<file path="src/rtl/vid_fmt_pkg.sv">
// Shared types for the video format sequencer: format codes, FSM states and a legality helper.
package vid_fmt_pkg;

   localparam int FMT_W = 3;

   typedef logic [FMT_W-1:0] fmt_t;

   localparam fmt_t FMT_720P60  = 3'd0;
   localparam fmt_t FMT_1080P30 = 3'd1;
   localparam fmt_t FMT_1080P60 = 3'd2;
   localparam fmt_t FMT_480P60  = 3'd3;
   localparam fmt_t FMT_576P50  = 3'd4;

   typedef enum logic [2:0] {
      INIT,
      IDLE,
      WAIT_VB,
      BLANK,
      APPLY,
      SETTLE
   } state_t;

   function automatic logic fmt_legal(input fmt_t code, input fmt_t max_code);
      return code <= max_code;
   endfunction

endpackage

</file>
<file path="src/rtl/vid_edge_det.sv">
// Registered rising-edge detector; rise is high for one cycle, one cycle after sig is first seen high.
module vid_edge_det (
   input  logic clk,
   input  logic rst,
   input  logic sig,
   output logic rise
);

   logic sig_d;

   always_ff @(posedge clk or posedge rst) begin
      if (rst) begin
         sig_d <= 1'b0;
         rise  <= 1'b0;
      end else begin
         sig_d <= sig;
         rise  <= sig & ~sig_d;
      end
   end

endmodule

</file>
<file path="src/rtl/vid_fmt_sequencer.sv">
// Sequences format changes onto the VTG at frame boundaries with blanking, hold and settle frames.
// Optional WAIT_VB/INIT/SETTLE timeout and sticky tmo_flag port: define VID_FMT_SEQ_TIMEOUT_EN.
module vid_fmt_sequencer
   import vid_fmt_pkg::*;
#(
   parameter fmt_t        FMT_MAX    = 3'd4,
   parameter fmt_t        FMT_RST    = 3'd0,
   parameter int          HOLD_CYC   = 16,
   parameter int          SETTLE_FRM = 2,
   parameter logic [23:0] TMO_CYC    = 24'd4_000_000
) (
   input  logic clk,
   input  logic rst,
   input  fmt_t fmt_req,
   input  logic vblank,
   input  logic vsync,
   output fmt_t fmt_def,
   output logic vtg_hold,
   output logic out_blank,
   output logic flush,
   output logic busy,
   output logic sw_done,
`ifdef VID_FMT_SEQ_TIMEOUT_EN
   output logic tmo_flag,
`endif
   output logic sw_err
);

   state_t     state, state_nxt;
   fmt_t       fmt_s1, fmt_s2, fmt_s3;
   fmt_t       pend_fmt, pend_nxt, fmt_def_nxt;
   logic [7:0] hold_cnt;
   logic [3:0] settle_cnt;
   logic       vb_rise, vs_rise, tmo_hit, err_lock, err_fire;
   logic       vtg_hold_nxt, out_blank_nxt, flush_nxt, sw_done_nxt;
   logic       req_stable, req_new, req_legal, settle_done, vb_evt;

   vid_edge_det u_vb_edge (.clk(clk), .rst(rst), .sig(vblank), .rise(vb_rise));
   vid_edge_det u_vs_edge (.clk(clk), .rst(rst), .sig(vsync),  .rise(vs_rise));

   // Two-flop synchroniser plus one stability stage for the quasi-static request code.
   always_ff @(posedge clk or posedge rst) begin
      if (rst) begin
         fmt_s1 <= FMT_RST;
         fmt_s2 <= FMT_RST;
         fmt_s3 <= FMT_RST;
      end else begin
         fmt_s1 <= fmt_req;
         fmt_s2 <= fmt_s1;
         fmt_s3 <= fmt_s2;
      end
   end

   assign req_stable = (fmt_s2 == fmt_s3);
   assign req_new    = req_stable && (fmt_s2 != fmt_def);
   assign req_legal  = fmt_legal(fmt_s2, FMT_MAX);

`ifdef VID_FMT_SEQ_TIMEOUT_EN
   logic [23:0] tmo_cnt;
   logic        tmo_run;

   assign tmo_run = (state == INIT) || (state == WAIT_VB) || (state == SETTLE);
   assign tmo_hit = tmo_run && (tmo_cnt == TMO_CYC - 24'd1);

   // Timeout counter restarts on every state change and only runs while waiting on VTG edges.
   always_ff @(posedge clk or posedge rst) begin
      if (rst) begin
         tmo_cnt  <= 24'd0;
         tmo_flag <= 1'b0;
      end else begin
         if (!tmo_run || state_nxt != state) tmo_cnt <= 24'd0;
         else if (tmo_cnt != 24'hFF_FFFF)    tmo_cnt <= tmo_cnt + 24'd1;
         if (tmo_hit) tmo_flag <= 1'b1;
      end
   end
`else
   assign tmo_hit = 1'b0;
`endif

   assign vb_evt      = vb_rise | tmo_hit;
   assign settle_done = (vs_rise && settle_cnt == 4'(SETTLE_FRM - 1)) || tmo_hit;

   always_comb begin
      state_nxt     = state;
      pend_nxt      = pend_fmt;
      fmt_def_nxt   = fmt_def;
      vtg_hold_nxt  = vtg_hold;
      out_blank_nxt = out_blank;
      flush_nxt     = 1'b0;
      sw_done_nxt   = 1'b0;
      err_fire      = 1'b0;
      case (state)
         INIT: begin
            if (settle_done) begin
               state_nxt     = IDLE;
               out_blank_nxt = 1'b0;
               vtg_hold_nxt  = 1'b0;
            end
         end
         IDLE: begin
            if (req_new) begin
               if (req_legal) begin
                  state_nxt = WAIT_VB;
                  pend_nxt  = fmt_s2;
               end else begin
                  err_fire = !err_lock;
               end
            end
         end
         WAIT_VB: begin
            // A request that falls back to the live format cancels the switch silently.
            if (req_stable && fmt_s2 == fmt_def) begin
               state_nxt = IDLE;
            end else begin
               if (req_new && req_legal) pend_nxt = fmt_s2;
               if (vb_evt) begin
                  state_nxt     = BLANK;
                  out_blank_nxt = 1'b1;
                  flush_nxt     = 1'b1;
               end
            end
         end
         BLANK: begin
            state_nxt    = APPLY;
            fmt_def_nxt  = pend_fmt;
            vtg_hold_nxt = 1'b1;
         end
         APPLY: begin
            if (hold_cnt == 8'(HOLD_CYC - 1)) begin
               state_nxt    = SETTLE;
               vtg_hold_nxt = 1'b0;
            end
         end
         SETTLE: begin
            if (settle_done) begin
               state_nxt     = IDLE;
               out_blank_nxt = 1'b0;
               sw_done_nxt   = 1'b1;
               if (req_new && !req_legal) err_fire = !err_lock;
            end
         end
         default: state_nxt = INIT;
      endcase
   end

   // State, outputs and saturating counters; counters clear whenever the state is about to change.
   always_ff @(posedge clk or posedge rst) begin
      if (rst) begin
         state      <= INIT;
         pend_fmt   <= FMT_RST;
         fmt_def    <= FMT_RST;
         vtg_hold   <= 1'b1;
         out_blank  <= 1'b1;
         flush      <= 1'b0;
         busy       <= 1'b1;
         sw_done    <= 1'b0;
         sw_err     <= 1'b0;
         err_lock   <= 1'b0;
         hold_cnt   <= 8'd0;
         settle_cnt <= 4'd0;
      end else begin
         state     <= state_nxt;
         pend_fmt  <= pend_nxt;
         fmt_def   <= fmt_def_nxt;
         vtg_hold  <= vtg_hold_nxt;
         out_blank <= out_blank_nxt;
         flush     <= flush_nxt;
         busy      <= (state_nxt != IDLE);
         sw_done   <= sw_done_nxt;
         sw_err    <= err_fire;
         if (err_fire)        err_lock <= 1'b1;
         else if (!req_stable) err_lock <= 1'b0;
         if (state_nxt != state) begin
            hold_cnt   <= 8'd0;
            settle_cnt <= 4'd0;
         end else begin
            if (state == APPLY && hold_cnt != 8'hFF) hold_cnt <= hold_cnt + 8'd1;
            if ((state == INIT || state == SETTLE) && vs_rise && settle_cnt != 4'hF)
               settle_cnt <= settle_cnt + 4'd1;
         end
      end
   end

endmodule

</file>
<file path="config.mk">
export PLATFORM = sky130hd
export DESIGN_NAME = vid_fmt_sequencer
export DESIGN_NICKNAME = d
export VERILOG_FILES = /design/src/rtl/vid_fmt_pkg.sv /design/src/rtl/vid_edge_det.sv /design/src/rtl/vid_fmt_sequencer.sv
export SDC_FILE = /design/constraint.sdc
export NUM_CORES = 1
export LEC_CHECK = 0
export ABC_AREA = 1
export BUFFER_PORTS_ARGS = -buffer_cell sky130_fd_sc_hd__buf_2
export CORE_MARGIN = 8
export CORE_UTILIZATION = 35
export DETAILED_ROUTE_END_ITERATION = 10
export SETUP_SLACK_MARGIN = 0.5
export SLEW_MARGIN = 25
export SYNTH_ARGS = -nofsm -noshare
export SYNTH_HDL_FRONTEND = slang
export SYNTH_SLANG_ARGS = --single-unit
</file>
<file path="constraint.sdc">
create_clock -name clk -period 3.6 [get_ports clk]
set_input_delay 0.36 -clock clk [delete_from_list [all_inputs] [get_ports clk]]
set_output_delay 0.36 -clock clk [all_outputs]
set_load 0.01 [all_outputs]
</file>
# After elaboration in Yosys (flattened, before gate mapping)
# Cells that the tools add are included.
[classes]
n_bitwise = 4
n_reduce_logical = 21
mux = 34
add_sub_neg = 2
magnitude_cmp = 1
n_eq_ne = 23
[ops]
columns = ["operator", "count"]
rows = [
  ["two-way mux 3 bit", 10],
  ["two-way mux 8 bit", 2],
  ["two-way mux 1 bit", 15],
  ["case mux 3 bit (5 select lines)", 1],
  ["inequality test 2 bit, second input constant", 7],
  ["adder 8 x 1 -> 8 bit, second input constant", 1],
  ["equality test 8 x 4 -> 1 bit, second input constant", 1],
  ["logical AND 1 bit", 8],
  ["two-way mux 4 bit", 2],
  ["inequality test 8 bit, second input constant", 1],
  ["nonzero test 2 bit", 4],
  ["equality test 3 x 2 -> 1 bit, second input constant", 2],
  ["equality test 3 bit", 2],
  ["equality test 3 bit, second input constant", 2],
  ["inequality test 3 bit", 2],
  ["case mux 3 bit (2 select lines)", 1],
  ["AND reduction 5 bit", 1],
  ["adder 4 x 1 -> 4 bit, second input constant", 1],
  ["equality test 4 x 1 -> 1 bit, second input constant", 1],
  ["inequality test 2 x 1 -> 1 bit, second input constant", 2],
  ["inequality test 4 bit, second input constant", 1],
  ["case mux 1 bit (2 select lines)", 2],
  ["AND reduction 4 bit", 1],
  ["equality test 3 x 1 -> 1 bit, second input constant", 1],
  ["other kinds (11)", 14],
]
[totals]
output_inout_bits = 9
register_bits = 41
word_cells = 104
input_bits = 7

# Longest topological paths before layout
# Gate-level depths: netlist of run 1.
[depth]
word_depth = 7
mapped_depth = 13
ltp_nobuf = 12

# Modules after synthesis
# A second synthesis of run 1 with hierarchy kept.
[unflattened]
cells_unflattened = 210
hier_area_um2 = 1893.1
[by_module_without_submodules]
columns = ["module", "cells_per_inst", "n_inst", "area_each_um2", "seq_area_each_um2"]
rows = [
  ["vid_fmt_sequencer", 200, 1, 1765.4, 929.6],
  ["vid_edge_det", 5, 2, 63.8, 50.0],
]

# Least setup slack after synthesis of run 1
# Ideal clock, no wire load.
[synth_path]
path_type = "register to register"
start = "register settle_cnt[1]"
end = "register settle_cnt[2]"
path_slack_ns = 2.041
n_path_buf = 1
setup_time_ns = 0.128
arrival_time_ns = 1.432
t_required_ns = 3.472
path_stages_with_launch = 13
synth_period_minus_slack_ns = 1.559
cell_sequence = "dfrtp_1 > inv_1 > ha_1 > nand4_1 > nand2_2 > nand2_2 > o21ai_2 > inv_2 > nand2_2 > nor2_4 > nand2_4 > buf_12 > nor2_4"
[synth_between]
elab_chain_len = 6
elab_cells_between_ends = 11
cone_classes = "1 x add/sub; 3 x eq/ne; 4 x mux; 3 x reduce/logical"
[synth_lines]
columns = ["element", "line", "text"]
rows = [
  ["start: declaration", "vid_fmt_sequencer.sv:33", "logic [3:0] settle_cnt;"],
  ["start signal: assignment", "vid_fmt_sequencer.sv:179", "settle_cnt <= settle_cnt + 4'd1;"],
  ["equality test 4 x 1 -> 1 bit", "vid_fmt_sequencer.sv:81", "assign settle_done = (vs_rise && settle_cnt == 4'(SETTLE_FRM - 1)) || tmo_hit;"],
  ["logical AND 1 bit", "vid_fmt_sequencer.sv:81", ""],
  ["two-way mux 3 bit", "vid_fmt_sequencer.sv:94, vid_fmt_sequencer.sv:135", ""],
  ["case mux 3 bit (5 select lines)", "vid_fmt_sequencer.sv:92", "case (state)"],
  ["inequality test 3 bit", "vid_fmt_sequencer.sv:173", "if (state_nxt != state) begin"],
  ["two-way mux 4 bit or nonzero test 2 bit (tied branches)", "--", ""],
]
# Parallel ways exist; a longest one is shown, timed or not. The select of a mux whose other input is x is not followed.
# A chain may end at the register's enable or synchronous reset.

# Worst setup path in the final report of run 1
[layout_path]
start = "register fmt_s2[2]"
end = "register hold_cnt[2]"
[layout_between]
elab_chain_len = 6
elab_cells_between_ends = 13
cone_classes = "1 x order compare; 4 x eq/ne; 5 x mux; 3 x reduce/logical"
[layout_lines]
columns = ["element", "line", "text"]
rows = [
  ["start: declaration", "vid_fmt_sequencer.sv:30", "fmt_t fmt_s1, fmt_s2, fmt_s3;"],
  ["start signal: assignment", "vid_fmt_sequencer.sv:49", "fmt_s2 <= fmt_s1;"],
  ["less-or-equal comparator 3 bit (tied with other cells)", "vid_fmt_pkg.sv:24", "return code <= max_code;"],
  ["two-way mux 3 bit (tied with other cells)", "vid_fmt_sequencer.sv:102", "if (req_legal) begin"],
  ["two-way mux 3 bit, on equally long branches", "vid_fmt_sequencer.sv:101, vid_fmt_sequencer.sv:112", ""],
  ["case mux 3 bit (5 select lines) (*)", "vid_fmt_sequencer.sv:92", ""],
  ["named net state_nxt[0]", "vid_fmt_sequencer.sv:29", "state_t state, state_nxt;"],
  ["inequality test 3 bit (*)", "vid_fmt_sequencer.sv:173", ""],
  ["two-way mux 8 bit or nonzero test 2 bit (tied branches)", "--", ""],
  ["end signal: assignment", "vid_fmt_sequencer.sv:177", "if (state == APPLY && hold_cnt != 8'hFF) hold_cnt <= hold_cnt + 8'd1;"],
  ["end: declaration", "vid_fmt_sequencer.sv:32", "logic [7:0] hold_cnt;"],
]
# The timed path passes the listed nets; every way through them passes the cells marked *.

==> results.json, run 1 <==
{
  "drt-wirelength-per-cell_um": 11.1,
  "io_buffers": 15,
  "cts_hold_buf": 0,
  "gp_congestion": 0.808,
  "die_width_um": 92.0,
  "seqCellArea_um2": 1030,
  "slew_headroom_pct": 54.0,
  "p_int_uw": 910,
  "area_growth_pct": 13.3,
  "htreeDepth": 2,
  "nNetsFinal": 247,
  "drt_pass1_iterations": 4,
  "min_period_over_period_pct": 50.3,
  "fmax_ghz": 0.553,
  "fp.dieArea_um2": 8460,
  "criticalPathCategory": "reg2reg",
  "worstPathMaxFanout": 12,
  "multiInputGateArea_um2": 851,
  "synthTopCellsByArea": "dfrtp_1 (47%), nand2_1 (8.4%), nor2_4 (7.8%)",
  "initial_core_util_pct": 36.5,
  "finalSetupViolations": 0,
  "dr_total_vias": 1381,
  "slew_viol_final": 0,
  "power_switching_uw": 562,
  "fin_cells": 310,
  "dp.cells": 302,
  "startpoint_type": "register",
  "vias_per_cell": 4.45,
  "syn-instance-count": 215,
  "drt_iter0_drc": 56,
  "power_frac_clock_pct": 25.0,
  "regToRegStartpoint": "fmt_s2[2]",
  "grt.overflow.total": 0,
  "seq_power_share_pct": 41.0,
  "cts_buffer_depth": 2,
  "timing_worst_slew_pin_value_ns": 0.684,
  "cts_tree": "yes",
  "die_h_um": 92.0,
  "synth_edf_count": 0,
  "post_cts_resized": 0,
  "synth-main-ff-cell": "dfrtp_1",
  "remaining_drc_errors": 0,
  "synth_top_area_cell": "dfrtp_1",
  "synth-seq-area-share_pct": 51.0,
  "fin_setup_tns_ns": 0,
  "clock_latency_ns": 0.29,
  "synth_fp_nets": 225,
  "cp.arrival_ns": 1.98,
  "postCtsSetupRepairBufs": 0,
  "grt_max_degree": 30,
  "synth_top_area_share_pct": 47.1,
  "synth-seq-cells": 41,
  "grt_pass1_vias": 1422,
  "switching_share_pct": 38.1,
  "nFillCells": 553,
  "yosysUniqueCellTypes": 28,
  "num_rows": 27,
  "power.density_nw_per_um2": 643,
  "clockRootBuffer": "clkbuf_8",
  "hold_viol_final": 0,
  "syn_avg_cell_area_um2": 9.40,
  "synth_area_um2": 2020,
  "synth.most_common_cell": "nand2_1",
  "period_minus_slack_ns": 1.81,
  "hpwl_mm": 2.63,
  "antenna_found_initial": 0,
  "p_leak_nw": 1.11,
  "synth-async-reset-ratio_pct": 100,
  "grt_util_all_layers_pct": 9.38,
  "startpoint": "fmt_s2[2]",
  "combPwrFrac_pct": 34.0,
  "status": "complete, no violations",
  "drv_cap": 0,
  "core_um2": 5540,
  "grt_pass1_wl_mm": 6.49,
  "grt_setup_unrepaired": "no",
  "path_clk_slew_ns": 0.08,
  "required_ns": 3.77,
  "synthTopCellsByCount": "nand2_1 (45), dfrtp_1 (38), inv_1 (24)",
  "min_path_type": "in2async",
  "drt_wl_total_mm": 3.45,
  "ios": 16,
  "cts_buffers": 5,
  "final_core_util_pct": 41.3,
  "fin_skew_ns": 0.00701,
  "antenna_cells": 0,
  "layout-drive-gt1-share_pct": 29.0,
  "ys_warn_count": 0,
  "peakVddDrop_mv": 0.342,
  "postRouteAntennaNets": 0,
  "cts.sinks": 41,
  "end_kind": "register"
}
==> worst max-delay path, cell delays in order (launching register included) <==
cell,delay (ns)
dfrtp_1,0.45
inv_1,0.09
nand2_1,0.05
nand2_1,0.08
nand2_2,0.07
nor2_4,0.12
nand2_2,0.10
inv_2,0.08
nand2_1,0.10
nand3_4,0.13
nand2_2,0.07
nand2_4,0.27
nor2_1,0.07
==> cell usage in the layout, fill, tap and decap left out <==
| master | n |
|---|---|
| bufinv_16 | 1 |
| nand2_4 | 1 |
| nor3_2 | 2 |
| mux2_2 | 1 |
| xor2_1 | 8 |
| a21o_1 | 1 |
| a31oi_1 | 2 |
| o21ai_2 | 1 |
| clkinvlp_4 | 1 |
| nor2_4 | 14 |
| nor3_1 | 1 |
| nor2_2 | 1 |
| nand3_4 | 1 |
| nand2_1 | 45 |
| or2_2 | 1 |
| nand4_1 | 4 |
| inv_2 | 9 |
| ha_1 | 3 |
| dfrtp_1 | 38 |
| nor2_1 | 18 |
| clkinv_4 | 1 |
| o21ai_0 | 11 |
| clkbuf_8 | 5 |
| xnor2_1 | 2 |
| inv_1 | 23 |
| nand3_1 | 11 |
| dfstp_2 | 3 |
| buf_2 | 15 |
| nand2_2 | 10 |
| buf_4 | 1 |
| a21boi_0 | 1 |
| o211ai_2 | 1 |
| a211oi_1 | 1 |
==> metal layers <==
layer / track usage, % / vias up / routed length, µm
li1: - / 711 / -
met1: 11.4 / 639 / 1680
met2: 15.1 / 25 / 1560
met3: 2.44 / 6 / 136
met4: 4.43 / 0 / 74
met5: 0 / - / 0
==> state kept, by name (all words and copies together) (netlist names), 3 cells and up <==
signal / flops
pend_fmt: 3
fmt_s2: 3
fmt_def: 3
hold_cnt: 8
fmt_s3: 3
fmt_s1: 3
settle_cnt: 4
state: 3
==> kinds of logic (layout without fill, tap and decap cells) <==
| group | after synthesis | count (layout) | share of synthesized area [%] |
|---|---|---|---|
| AOI/OAI and AO/OA | 18 | 18 | 5.51 |
| xor gates and xnor gates | 10 | 10 | 4.33 |
| adders and majority gates | 3 | 3 | 1.86 |
| buffers and inverters | 33 | 56 | 6.94 |
| DFF | 41 | 41 | 51.0 |
| muxes | 1 | 1 | 0.557 |
| and+or+nand+nor | 109 | 109 | 29.8 |
==> path summary, 6_finish.rpt <==
kind | end | slack, ns | depth (start not counted)
setup / recovery | hold_cnt[2] | 1.79 | 12
hold / removal | u_vb_edge.sig_d | 0.12 | 2
setup reg to reg | hold_cnt[2] | 1.79 | 12
hold reg to reg | fmt_s2[2] | 0.35 | 0
max in group asynchronous | out_blank | 2.80 | 3
min in group clk | fmt_s1[2] | 0.17 | 1
==> power groups by stage <==
stage	clock [mW]	sequential, mW	combinational, mW
final	0.368	0.604	0.501
after global routing	0.401	0.615	0.561
after CTS	0.386	0.603	0.507
after detailed placement	0	0.612	0.503
after global placement	0	0.612	0.502
after floorplan	0	0.615	0.431
==> metrics by stage <==
stage	power (mW)	setup WS (ns)	hold WS, ns	instance area, µm²
CTS	1.50	1.79	0.137	2290
floorplan	1.05	2.04	0.331	2020
detailed placement	1.11	1.82	0.336	2170
global placement	1.11	1.81	0.334	2170
finish	1.47	1.79	0.118	2290
global route	1.58	1.61	0.144	2290
==> cell type report <==
cell class	instances	share of cell area [%]
clock buffers	5	3.01
clock inverters	3	2.02
inverters	32	5.25
multi-input cells	141	37.2
flip-flops and latches	41	45.0
well taps	72	3.94
repair buffers	16	3.61
(Power assumes the default switching activity.)
==> inputs of run 2 (changes only) <==
--- a/config.mk
+++ b/config.mk
@@ -5,7 +5,7 @@
 export SDC_FILE = /design/constraint.sdc
 export NUM_CORES = 1
 export LEC_CHECK = 0
-export ABC_AREA = 1
+export ABC_AREA = 0
 export BUFFER_PORTS_ARGS = -buffer_cell sky130_fd_sc_hd__buf_2
 export CORE_MARGIN = 8
 export CORE_UTILIZATION = 35
==> constraint.sdc (replaced) <==
create_clock -name clk -period 1.8 [get_ports clk]
set_input_delay 0.18 -clock clk [delete_from_list [all_inputs] [get_ports clk]]
set_output_delay 0.18 -clock clk [all_outputs]
set_load 0.01 [all_outputs]
==> run 2 against run 1 <==
Net effect:
- the run now ends with negative hold slack, negative setup slack left
- sequential power rose by 120%
- largest cell class is now multi-input gates
- clock-buffer cell count did not move
- total power rose by 130%
- synthesized cell count fell by 19%
- worst hold slack got worse by 0.13 ns
- utilization rose by 10 points
==> results.json, run 2 <==
{
  "status": "finished with violations",
  "violations": "negative hold slack, negative setup slack",
  "synth.most_common_cell": "dfrtp_1",
  "fin_ws_ns": -0.0989,
  "drt_iter0_drc": 51,
  "power.density_nw_per_um2": 1230,
  "top_regs": "hold_cnt x8, settle_cnt x4",
  "remaining_drc_errors": 0,
  "layout_common_cells": "dfrtp_1 (35), buf_4 (31), buf_2 (15), nor3_1 (11), nand2_1 (10)",
  "final_core_util_pct": 51.3,
  "peakVddDrop_mv": 0.615,
  "path_clk_slew_ns": 0.09,
  "core_um2": 5370,
  "cts_buffer_depth": 2,
  "dr_total_vias": 1507,
  "grt_max_degree": 42,
  "synth-seq-cells": 41,
  "synth_area_um2": 1900,
  "end_kind": "register",
  "synth_fp_nets": 184,
  "holdWs_ns": -0.0110,
  "drt-wirelength-per-cell_um": 14.1,
  "die_width_um": 89.6,
  "dpl_cell_area_um2": 2270,
  "fmax_ghz": 0.527,
  "drt_pass1_iterations": 5,
  "r2r_cells": 6,
  "criticalPathCategory": "reg2reg",
  "regMostFlops": "hold_cnt",
  "vias_per_cell": 4.94,
  "cts.sinks": 41,
  "hold_viol_final": 25,
  "timing_worst_slew_pin_value_ns": 0.509,
  "fp.dieArea_um2": 8030,
  "p_leak_nw": 1.23,
  "synth-async-reset-ratio_pct": 100,
  "fin_skew_ns": 0.0117,
  "ys_warn_count": 0,
  "clock_latency_ns": 0.30,
  "cts_buffers": 5,
  "synth_top_area_share_pct": 50.1,
  "grt_pass1_vias": 1494,
  "fin_area_um2": 2750,
  "startpoint_type": "register",
  "cp.arrival_ns": 2.07,
  "cts_tree": "yes",
  "layout_commonest_cell": "dfrtp_1",
  "antenna_cells": 0,
  "drv_cap": 0,
  "yosysUniqueCellTypes": 41,
  "ios": 16,
  "synth-main-ff-cell": "dfrtp_1",
  "htreeDepth": 2,
  "die_h_um": 89.6,
  "grt_setup_unrepaired": "yes",
  "synth_top_area_cell": "dfrtp_1",
  "largest_register_ffs": 8,
  "clockRootBuffer": "clkbuf_8",
  "syn_avg_cell_area_um2": 10.9,
  "layout-drive-gt1-share_pct": 48.5,
  "grt_util_all_layers_pct": 11.4,
  "io_buffers": 15,
  "area_growth_pct": 45.2,
  "regToRegStartpoint": "hold_cnt[6]",
  "slew_headroom_pct": 66.1,
  "hpwl_mm": 2.82,
  "place_ws_ns": -0.0840,
  "num_rows": 27,
  "synthTopCellsByArea": "dfrtp_1 (50%), dfstp_2 (4.2%), nor3_1 (3.7%)",
  "antenna_found_initial": 0,
  "grt.overflow.total": 0,
  "synth_edf_count": 0,
  "multiInputGateArea_um2": 1070,
  "drt_wl_total_mm": 4.29,
  "min_path_type": "in2async",
  "worstPathMaxFanout": 6,
  "period_minus_slack_ns": 1.90,
  "nNetsFinal": 242,
  "synth-seq-area-share_pct": 54.3,
  "synthTopCellsByCount": "dfrtp_1 (38), nand2_1 (16), nor3_1 (14)",
  "finalSetupViolations": 12,
  "initial_core_util_pct": 35.3,
  "required_ns": 1.97,
  "seqCellArea_um2": 1030,
  "postRouteAntennaNets": 0,
  "min_period_over_period_pct": 105,
  "grt_pass1_wl_mm": 7.05,
  "nFillCells": 473,
  "r2r_end": "hold_cnt[3]",
  "rrSetupSlack_ns": -0.1,
  "syn-instance-count": 174,
  "gp_congestion": 0.890,
  "slew_viol_final": 0
}
==> run 2: power breakdown <==
group	internal [mW]	switching, mW	leakage [nW]
sequential	1.14	0.193	0.517
clock	0.415	0.351	0.0543
combinational	0.667	0.633	0.661
total	2.22	1.18	1.23
==> run 2: critical path: stages (launching register included) <==
cell and delay (ns):
dfrtp_1 0.39, or4_4 0.56, nor2_2 0.16, nand2_1 0.09
a221oi_2 0.29, buf_6 0.20, a2111oi_4 0.06
==> run 2: cells by family after synthesis <==
logic type | synth area share, %
AND/OR/NAND/NOR | 19.8
AO/OA/AOI/OAI | 11.3
buffers and inverters | 2.90
flip-flops | 54.3
XOR/XNOR | 4.62
multiplexers | 5.14
adder cells (fa/ha/maj) | 1.98
==> run 2: how the worst max path moves through the flow <==
stage,start,endpoint,slack [ns],cells after the start
after floorplan,hold_cnt[5],hold_cnt[2],-0.007,6
after global placement,hold_cnt[6],hold_cnt[3],-0.01,6
after detailed placement,settle_cnt[0],hold_cnt[3],-0.08,8
after CTS,hold_cnt[6],hold_cnt[2],-0.02,6
after global routing,hold_cnt[6],settle_cnt[0],-0.20,6
final,hold_cnt[6],hold_cnt[3],-0.1,6
==> run 2: routing by layer <==
layer / global-route usage [%] / up-vias / wire length (µm)
li1: - / 736 / -
met1: 15.1 / 737 / 2000
met2: 16.7 / 27 / 2010
met3: 3.55 / 7 / 181
met4: 5.29 / 0 / 89
met5: 0 / - / 0
==> run 2: repair_timing <==
item | in CTS | in global routing
buffers inserted | 3 | 4
endpoints found under the hold margin | 5 | 0
gates resized for setup | 12 | 48
setup endpoints to repair | 26 | 28
hold buffers | 5 | 0
pin swaps | 12 | 15
cloned | 0 | 1
==> run 2: layout make-up <==
| class | instances | share of cell area [%] |
|---|---|---|
| Sequential cell | 41 | 37.5 |
| Clock inverter | 3 | 1.68 |
| Multi-Input combinational cell | 121 | 38.8 |
| Timing Repair Buffer | 57 | 15.4 |
| Clock buffer | 5 | 2.50 |
| Tap cell | 72 | 3.27 |
| Inverter | 6 | 0.818 |
==> run 2: through the flow <==
step | setup TNS (ns) | power (mW) | cells
2_1_floorplan | -0.0434 | 1.92 | 174
3_3_place_gp | -0.0309 | 2.29 | 284
3_5_place_dp | -0.118 | 2.31 | 284
4_1_cts | -0.121 | 3.14 | 300
5_1_grt | -2.23 | 3.62 | 305
6_report | -1.03 | 3.40 | 305
